### config.mk
export PLATFORM = sky130hd
export DESIGN_NAME = button_sequencer
export DESIGN_NICKNAME = d
export VERILOG_FILES = /design/src/rtl/button_sequencer.sv
export SDC_FILE = /design/constraint.sdc
export NUM_CORES = 1
export LEC_CHECK = 0
export ABC_CLOCK_PERIOD_IN_PS = 4700
export BUFFER_PORTS_ARGS = -buffer_cell sky130_fd_sc_hd__buf_2
export CORE_MARGIN = 2
export CORE_UTILIZATION = 65
export DETAILED_ROUTE_END_ITERATION = 6
export GPL_TIMING_DRIVEN = 0
export PLACE_DENSITY = 0.8
export SLEW_MARGIN = 0
export SYNTH_ARGS = -nofsm -noshare
export SYNTH_HDL_FRONTEND = slang
export SYNTH_SLANG_ARGS = --single-unit
### constraint.sdc
create_clock -name clock -period 4.7 [get_ports clock]
set_clock_uncertainty 0.1 [all_clocks]
set_input_delay 0.235 -clock clock [delete_from_list [all_inputs] [get_ports clock]]
set_output_delay 0.235 -clock clock [all_outputs]
set_load 0.03 [all_outputs]
### src/rtl/button_sequencer.sv
// Turns four debounced button levels into press / repeat / release events.
// Events are arbitrated by fixed priority into a 4-deep FIFO with a valid/ready output.
module button_sequencer #(
    parameter int HOLD_DELAY    = 32500000,
    parameter int REPEAT_PERIOD = 6500000
) (
    input  logic       clock,
    input  logic       reset,
    input  logic [3:0] clean,
    input  logic       evt_ready,
    output logic       evt_valid,
    output logic [3:0] evt_code,
    output logic       overflow
);

    // state | meaning: IDLE released | WAIT held, timing first repeat | REPEAT held, auto-repeating
    typedef enum logic [1:0] {
        IDLE   = 2'd0,
        WAIT   = 2'd1,
        REPEAT = 2'd2
    } state_t;

    localparam logic [1:0]  EV_PRESS    = 2'b01;
    localparam logic [1:0]  EV_REPEAT   = 2'b10;
    localparam logic [1:0]  EV_RELEASE  = 2'b11;
    localparam logic [25:0] HOLD_LAST   = 26'(HOLD_DELAY - 1);
    localparam logic [25:0] REPEAT_LAST = 26'(REPEAT_PERIOD - 1);

    state_t      state [4];
    logic [25:0] cnt [4];
    logic [3:0]  pend;
    logic [1:0]  pend_type [4];

    logic [3:0]  raise;
    logic [1:0]  raise_type [4];

    logic [3:0]  fifo_mem [4];
    logic [1:0]  wr_ptr;
    logic [1:0]  rd_ptr;
    logic [2:0]  count;

    logic        pop;
    logic        can_push;
    logic        push;
    logic [1:0]  grant_idx;
    logic [3:0]  grant;

    // Release wins over a timer expiring in the same cycle.
    always_comb begin
        for (int i = 0; i < 4; i++) begin
            raise[i]      = 1'b0;
            raise_type[i] = EV_PRESS;
            case (state[i])
                IDLE: begin
                    if (clean[i]) begin
                        raise[i]      = 1'b1;
                        raise_type[i] = EV_PRESS;
                    end
                end
                WAIT: begin
                    if (!clean[i]) begin
                        raise[i]      = 1'b1;
                        raise_type[i] = EV_RELEASE;
                    end else if (cnt[i] == HOLD_LAST) begin
                        raise[i]      = 1'b1;
                        raise_type[i] = EV_REPEAT;
                    end
                end
                REPEAT: begin
                    if (!clean[i]) begin
                        raise[i]      = 1'b1;
                        raise_type[i] = EV_RELEASE;
                    end else if (cnt[i] == REPEAT_LAST) begin
                        raise[i]      = 1'b1;
                        raise_type[i] = EV_REPEAT;
                    end
                end
                default: begin
                    raise[i]      = 1'b0;
                    raise_type[i] = EV_PRESS;
                end
            endcase
        end
    end

    always_comb begin
        pop       = evt_valid && evt_ready;
        can_push  = (count < 3'd4) || pop;
        grant_idx = 2'd0;
        grant     = 4'd0;
        push      = 1'b0;
        for (int i = 3; i >= 0; i--) begin
            if (pend[i]) begin
                grant_idx = 2'(i);
            end
        end
        if (can_push && (pend != 4'd0)) begin
            push             = 1'b1;
            grant[grant_idx] = 1'b1;
        end
    end

    always_ff @(posedge clock) begin
        if (reset) begin
            for (int i = 0; i < 4; i++) begin
                state[i]     <= IDLE;
                cnt[i]       <= 26'd0;
                pend_type[i] <= 2'd0;
            end
            pend     <= 4'd0;
            overflow <= 1'b0;
        end else begin
            for (int i = 0; i < 4; i++) begin
                case (state[i])
                    IDLE: begin
                        if (clean[i]) begin
                            state[i] <= WAIT;
                            cnt[i]   <= 26'd0;
                        end
                    end
                    WAIT: begin
                        if (!clean[i]) begin
                            state[i] <= IDLE;
                            cnt[i]   <= 26'd0;
                        end else if (cnt[i] == HOLD_LAST) begin
                            state[i] <= REPEAT;
                            cnt[i]   <= 26'd0;
                        end else begin
                            cnt[i] <= cnt[i] + 26'd1;
                        end
                    end
                    REPEAT: begin
                        if (!clean[i]) begin
                            state[i] <= IDLE;
                            cnt[i]   <= 26'd0;
                        end else if (cnt[i] == REPEAT_LAST) begin
                            cnt[i] <= 26'd0;
                        end else begin
                            cnt[i] <= cnt[i] + 26'd1;
                        end
                    end
                    default: begin
                        state[i] <= IDLE;
                        cnt[i]   <= 26'd0;
                    end
                endcase

                // A granted old event leaves the slot free for the new one.
                if (raise[i]) begin
                    pend[i]      <= 1'b1;
                    pend_type[i] <= raise_type[i];
                    if (pend[i] && !grant[i]) begin
                        overflow <= 1'b1;
                    end
                end else if (grant[i]) begin
                    pend[i] <= 1'b0;
                end
            end
        end
    end

    always_ff @(posedge clock) begin
        if (reset) begin
            wr_ptr <= 2'd0;
            rd_ptr <= 2'd0;
            count  <= 3'd0;
            for (int i = 0; i < 4; i++) begin
                fifo_mem[i] <= 4'd0;
            end
        end else begin
            if (push) begin
                fifo_mem[wr_ptr] <= {pend_type[grant_idx], grant_idx};
                wr_ptr           <= wr_ptr + 2'd1;
            end
            if (pop) begin
                rd_ptr <= rd_ptr + 2'd1;
            end
            case ({push, pop})
                2'b10:   count <= count + 3'd1;
                2'b01:   count <= count - 3'd1;
                default: count <= count;
            endcase
        end
    end

    assign evt_valid = (count != 3'd0);
    assign evt_code  = fifo_mem[rd_ptr];

endmodule

==> results.sh, run 1 <==
export IMPL_die_x_um=118
export IMPL_status="finished, final reports clean"
export IMPL_holdPathEnd="pend[0]"
export IMPL_grt_overflow_total=0
export IMPL_clock_latency_ps=420
export IMPL_post_route_period_util_pct=60.0
export IMPL_pin_count=13
export IMPL_mostFrequentLayoutCells="174 x nor2_1, 136 x edfxtp_1, 65 x nand2_1"
export IMPL_r2r_cells=7
export IMPL_vias=6063
export IMPL_io_buffers=10
export IMPL_insertedDiodeCount=0
export IMPL_syn_nets=835
export IMPL_fp_dieH_um=118
export IMPL_wl_mm=16.3
export IMPL_wl_per_cell_um=16.0
export IMPL_layout_commonest_cell="nor2_1"
export IMPL_finalInstanceArea_mm2=0.00934
export IMPL_fin_setup_tns_ps=0
export IMPL_yosysWarnings=0
export IMPL_fin_crit_ps=2820
export IMPL_ys_flop_type="edfxtp_1"
export IMPL_r2r_start="cnt[0][0]"
export IMPL_netlist_area_mm2=0.00838
export IMPL_initial_core_util_pct=66.4
export IMPL_criticalPathCategory="register to register"
export IMPL_ys_seq_area_share_pct=52.1
export IMPL_timing_hold_violations_final=0
export IMPL_final_setup_viol_count=0
export IMPL_power_density_mw_per_mm2=450
export IMPL_synth_seq_cells=150
export IMPL_arrival_ps=2900
export IMPL_vias_per_cell=5.93
export IMPL_critPathMaxFanout=18
export IMPL_maxSlewViolCount=0
export IMPL_cts_clk_slew_worst_paths_ps=60
export IMPL_p_leak_nw=3.26
export IMPL_critPathLaunchType="register"
export IMPL_grt_first_pass_wirelength_mm=27.9
export IMPL_cts_tree="built"
export IMPL_post_cts_buffers=0
export IMPL_ant_nets=0
export IMPL_antenna_found_initial=0
export IMPL_drive_gt1_share_pct=7.65
export IMPL_drt_pass1_iter_count=5
export IMPL_crit_required_ps=4780
export IMPL_async_reset_ff_share_pct=0
export IMPL_nFillCells=906
export IMPL_grt_pass1_vias=5912
export IMPL_placement_rows=41
export IMPL_h_tree_depth=4
export IMPL_root_buffer="clkbuf_16"
export IMPL_synth_cell_types=57
export IMPL_rr_endpoint="cnt[0][23]"
export IMPL_gp_congestion=0.851
export IMPL_hold_start="evt_ready"
export IMPL_syn_mean_instance_area_um2=10.4
export IMPL_rsz0062_at_grt="no"
export IMPL_max_cap_viol_count=0
export IMPL_reg2reg_slack_ps=1880
export IMPL_place_area_mm2=0.00870
export IMPL_cts_sinks=150
export IMPL_cts_resized=0
export IMPL_cts_buffer_depth=2
export IMPL_die_area_mm2=0.0138
export IMPL_numCtsBuffers=17
export IMPL_final_nets=866
export IMPL_grt_max_degree=27
export IMPL_max_slew_margin_pct=15.9
export IMPL_cts_hold_buf=0
export IMPL_syn2layout_area_growth_pct=11.5
export IMPL_syn_inst=806
export IMPL_hp_class="input pin to register"
export IMPL_route_detailed_drc=0
export IMPL_vdd_drop_max_mv=0.260
export IMPL_core_area_mm2=0.0126
export IMPL_place_detailed_hpwl_mm=11.4
export IMPL_cp_end_kind="register"
export IMPL_dr_first_iter_drc_count=498
export IMPL_track_usage_pct=24.7
export IMPL_whs_path_depth=4
export IMPL_timing_fmax_mhz=355
export IMPL_synth_edf_count=136
export IMPL_worst_pin_slew_ps=1260
[worst max path at each step]
stage,to,start,slack (ps)
after global placement,cnt[3][6],reset,1110
after CTS,cnt[0][17],cnt[0][0],1890
after floorplan,cnt[0][0],cnt[0][0],1680
after detailed placement,cnt[0][17],cnt[0][0],1900
final,cnt[0][23],cnt[0][0],1880
after global routing,cnt[0][9],cnt[0][0],1700
[sequential cells by signal, summed over array words and instances, names as in the netlist, named ones only]
signal and cells:
cnt 104, count 3, fifo_mem 16, overflow 1
pend 4, pend_type 8, rd_ptr 2, state 8
wr_ptr 2
[metal layers]
metal  share of wire [%]  wire length, µm  track usage, %
met4                 1.7              278            8.43
met1                  45             7320            33.2
met3                 4.5              729            4.65
met2                  49             7990            40.7
met5                   0                0               0
[stage by stage]
stage | hold WS (ps) | setup WS, ps | instances | util (%) | power [mW]
after floorplan | 359 | 1680 | 806 | - | 2.48
after global placement | 382 | 1110 | 988 | 68.5 | 2.64
after detailed placement | 400 | 1900 | 990 | 68.9 | 2.70
after CTS | 124 | 1890 | 1022 | 74.0 | 4.21
after global routing | 158 | 1700 | 1022 | 74.0 | 4.39
final | 133 | 1880 | 1022 | 74.0 | 4.20
[critical path, cell delays in order, from the launching register on]
cell and delay (ps):
edfxtp_1 430, ha_1 270, and4_1 260, and4_1 270, a2bb2oi_1 370, o2111ai_1 250, o21bai_2 390, buf_16 240
[logic make-up (layout without fill, tap and decap cells)]
| group | count (synthesis) | count (layout) | synth area share [%] |
|---|---|---|---|
| xor gates and xnor gates | 102 | 102 | 10.7 |
| buffers and inverters | 51 | 95 | 2.75 |
| DFF | 150 | 150 | 52.1 |
| muxes | 6 | 6 | 1.31 |
| AOI/OAI and AO/OA | 58 | 58 | 4.58 |
| adders and majority gates | 22 | 22 | 3.37 |
| and+or+nand+nor | 417 | 417 | 25.2 |
[where the power goes]
part	internal [mW]	leakage, nW	switching, mW
Clock	0.990	0.316	0.515
Combinational	0.301	1.33	0.440
Sequential	1.73	1.62	0.228
Total	3.02	3.26	1.18
[Yosys cell counts, types with 4 or more instances]
library cell	number	area (µm²)
nand2b_1	7	43.8
a31o_2	4	35.0
dfxtp_1	14	280
and2_1	9	56.3
a21oi_1	12	60.1
ha_1	21	263
xnor2_1	46	403
or3_1	6	37.5
o21ai_0	16	80.1
buf_2	7	35.0
edfxtp_1	136	4080
nand3_1	45	225
and4b_1	5	50.1
and4_1	13	114
and3_1	12	75.1
inv_1	32	120
nand4_1	28	175
clkbuf_1	9	33.8
nor4_1	11	68.8
nor3_1	13	65.1
mux4_2	4	90.1
o21bai_1	4	30.0
nand2_1	65	244
nor2_1	174	653
nand4b_1	5	43.8
xor2_1	56	490
nor4bb_1	6	60.1
[final cells by class]
cell class	instances	area, µm²	share of cell area [%]
Sequential cell	150	4360	46.7
Multi-Input combinational cell	605	3790	40.6
Clock buffer	21	440	4.72
Tap cell	172	215	2.30
Clock inverter	11	204	2.18
Inverter	32	120	1.29
Buffer	19	110	1.18
Timing Repair Buffer	12	92.6	0.991
Power figures use the tool's default switching activity.
==> run 2, diff against run 1 <==
- ABC_CLOCK_PERIOD_IN_PS: 4700 -> 2360
- CORE_UTILIZATION: 65 -> 57
- PLACE_DENSITY: 0.8 -> 0.74
- clock period: 4.7 -> 2.36 ns (I/O delays scaled with it)
==> results.sh, run 2 (synthesis results as in run 1) <==
export IMPL_status="finished, violations left"
export IMPL_violations="negative setup slack"
export IMPL_die_area_mm2=0.0157
export IMPL_dr_first_iter_drc_count=534
export IMPL_largest_reg_flops=104
export IMPL_rsz0062_at_grt="yes"
export IMPL_place_area_mm2=0.00868
export IMPL_post_route_period_util_pct=101
export IMPL_cts_sinks=150
export IMPL_reg_largest_list="cnt x104, fifo_mem x16"
export IMPL_fp_dieH_um=125
export IMPL_wl_mm=18.4
export IMPL_final_nets=908
export IMPL_arrival_ps=2460
export IMPL_vias_per_cell=5.98
export IMPL_critPathMaxFanout=8
export IMPL_worst_pin_slew_ps=597
export IMPL_io_buffers=10
export IMPL_r2r_cells=8
export IMPL_timing_hold_violations_final=0
export IMPL_clock_latency_ps=430
export IMPL_route_detailed_drc=0
export IMPL_layout_commonest_cell="nor2_1"
export IMPL_grt_max_degree=27
export IMPL_fin_crit_ps=2380
export IMPL_power_frac_seq_pct=44.8
export IMPL_wl_per_cell_um=17.1
export IMPL_root_buffer="clkbuf_16"
export IMPL_vias=6432
export IMPL_antenna_found_initial=0
export IMPL_holdWs_ps=62.2
export IMPL_final_setup_viol_count=18
export IMPL_critPathLaunchType="register"
export IMPL_vdd_drop_max_mv=0.586
export IMPL_max_slew_margin_pct=59.8
export IMPL_placement_rows=44
export IMPL_regMostFlops="cnt"
export IMPL_crit_required_ps=2440
export IMPL_dp_cells=1000
export IMPL_pin_count=13
export IMPL_cts_tree="built"
export IMPL_grt_pass1_vias=6152
export IMPL_cts_clk_slew_worst_paths_ps=60
export IMPL_criticalPathCategory="register to register"
export IMPL_numCtsBuffers=17
export IMPL_gp_congestion=0.876
export IMPL_final_cells=1076
export IMPL_drt_pass1_iter_count=7
export IMPL_grt_overflow_total=0
export IMPL_place_detailed_hpwl_mm=11.4
export IMPL_switching_power_mw=2.55
export IMPL_nFillCells=1014
export IMPL_setup_ws_ps=-23.2
export IMPL_maxSlewViolCount=0
export IMPL_cts_buffer_depth=2
export IMPL_h_tree_depth=4
export IMPL_p_sw_share_pct=29.2
export IMPL_p_leak_nw=3.57
export IMPL_core_area_mm2=0.0144
export IMPL_syn2layout_area_growth_pct=21.2
export IMPL_cp_end_kind="register"
export IMPL_initial_core_util_pct=58.1
export IMPL_grt_first_pass_wirelength_mm=29.2
export IMPL_die_x_um=125
export IMPL_max_cap_viol_count=0
export IMPL_hp_class="input pin to register"
export IMPL_pwr_share_comb_pct=20.6
export IMPL_track_usage_pct=22.9
export IMPL_ant_nets=0
export IMPL_insertedDiodeCount=0
export IMPL_finalInstanceArea_mm2=0.0102
export IMPL_timing_fmax_mhz=420
export IMPL_mostFrequentLayoutCells="169 x nor2_1, 136 x edfxtp_1, 63 x nand2_1"
export IMPL_whs_path_depth=4
export IMPL_power_density_mw_per_mm2=860
export IMPL_drive_gt1_share_pct=17.6
export IMPL_p_clk_share_pct=34.6
export IMPL_p_int_mw=6.18
==> run 2: changes by cell type in the layout (fill, tap and decap cells not counted), sizes merged <==
cell and change:
o21bai +6, clkbuf +7, buf +35, inv +1
bufinv -4, dlygate4sd3 +1, clkinv -5, a31o +1
==> run 2: per-stage QoR <==
step           setup WS (ps)  utilization [%]  TNS (ps)  power, mW
2_1_floorplan           22.6                -         0       4.96
3_3_place_gp            -345             60.2    -36030       5.27
3_5_place_dp            -398             60.2    -46130       5.38
4_1_cts                -13.4             67.2      -167       8.53
5_1_grt                -87.8             70.4     -6330       9.08
6_report               -23.2             70.4      -139       8.73
==> run 2: path summary, 6_finish.rpt <==
path / startpoint / end / slack [ps]
worst min-delay path: reset / pend[2] / 60
worst max-delay path: cnt[2][0] / cnt[2][12] / -20
worst max register to register: cnt[2][0] / cnt[2][12] / -20
worst min register to register: count[1] / count[1] / 440
==> run 2: critical path: stages, from the launching register on <==
cell      delay, ps
edfxtp_1        450
ha_4            190
nand4_1         220
nor4_4          400
nand2_1         150
a21o_4          270
nand3_4         130
buf_4           170
nor2_1           50
==> run 2: area by class of cell <==
cell class                 count  area, µm²  share of cell area, %
sequential                   150       4360                   43.0
multi-input combinational    612       4280                   42.1
clock buffer                  29        607                   5.98
timing repair buffer          49        345                   3.40
tap                          184        230                   2.27
buffer                        17        143                   1.40
inverter                      32        120                   1.18
clock inverter                 3       66.3                  0.653
==> run 2: timing repair <==
| action | CTS | global route |
|---|---|---|
| resized for setup | 41 | 55 |
| hold buffers | 1 | 0 |
| pin swaps | 8 | 14 |
| endpoints found under the hold margin | 1 | 0 |
| buffers inserted | 10 | 28 |
| setup endpoints to repair | 202 | 200 |
| cloned | 4 | 4 |
==> run 2: power groups by stage <==
stage	clock network, mW	logic, mW	registers (mW)
4_1_cts	3.04	1.60	3.89
2_1_floorplan	0	1.15	3.81
5_1_grt	3.14	1.97	3.97
3_3_place_gp	0	1.37	3.90
6_report	3.02	1.80	3.91
3_5_place_dp	0	1.44	3.95
==> run 2: layer usage <==
layer	routed length (µm)	global-route usage [%]	share of wire, %
met1	7990	29.2	43
met2	9340	38.7	51
met3	762	4.75	4.1
met4	356	8.56	1.9
met5	0	0	0
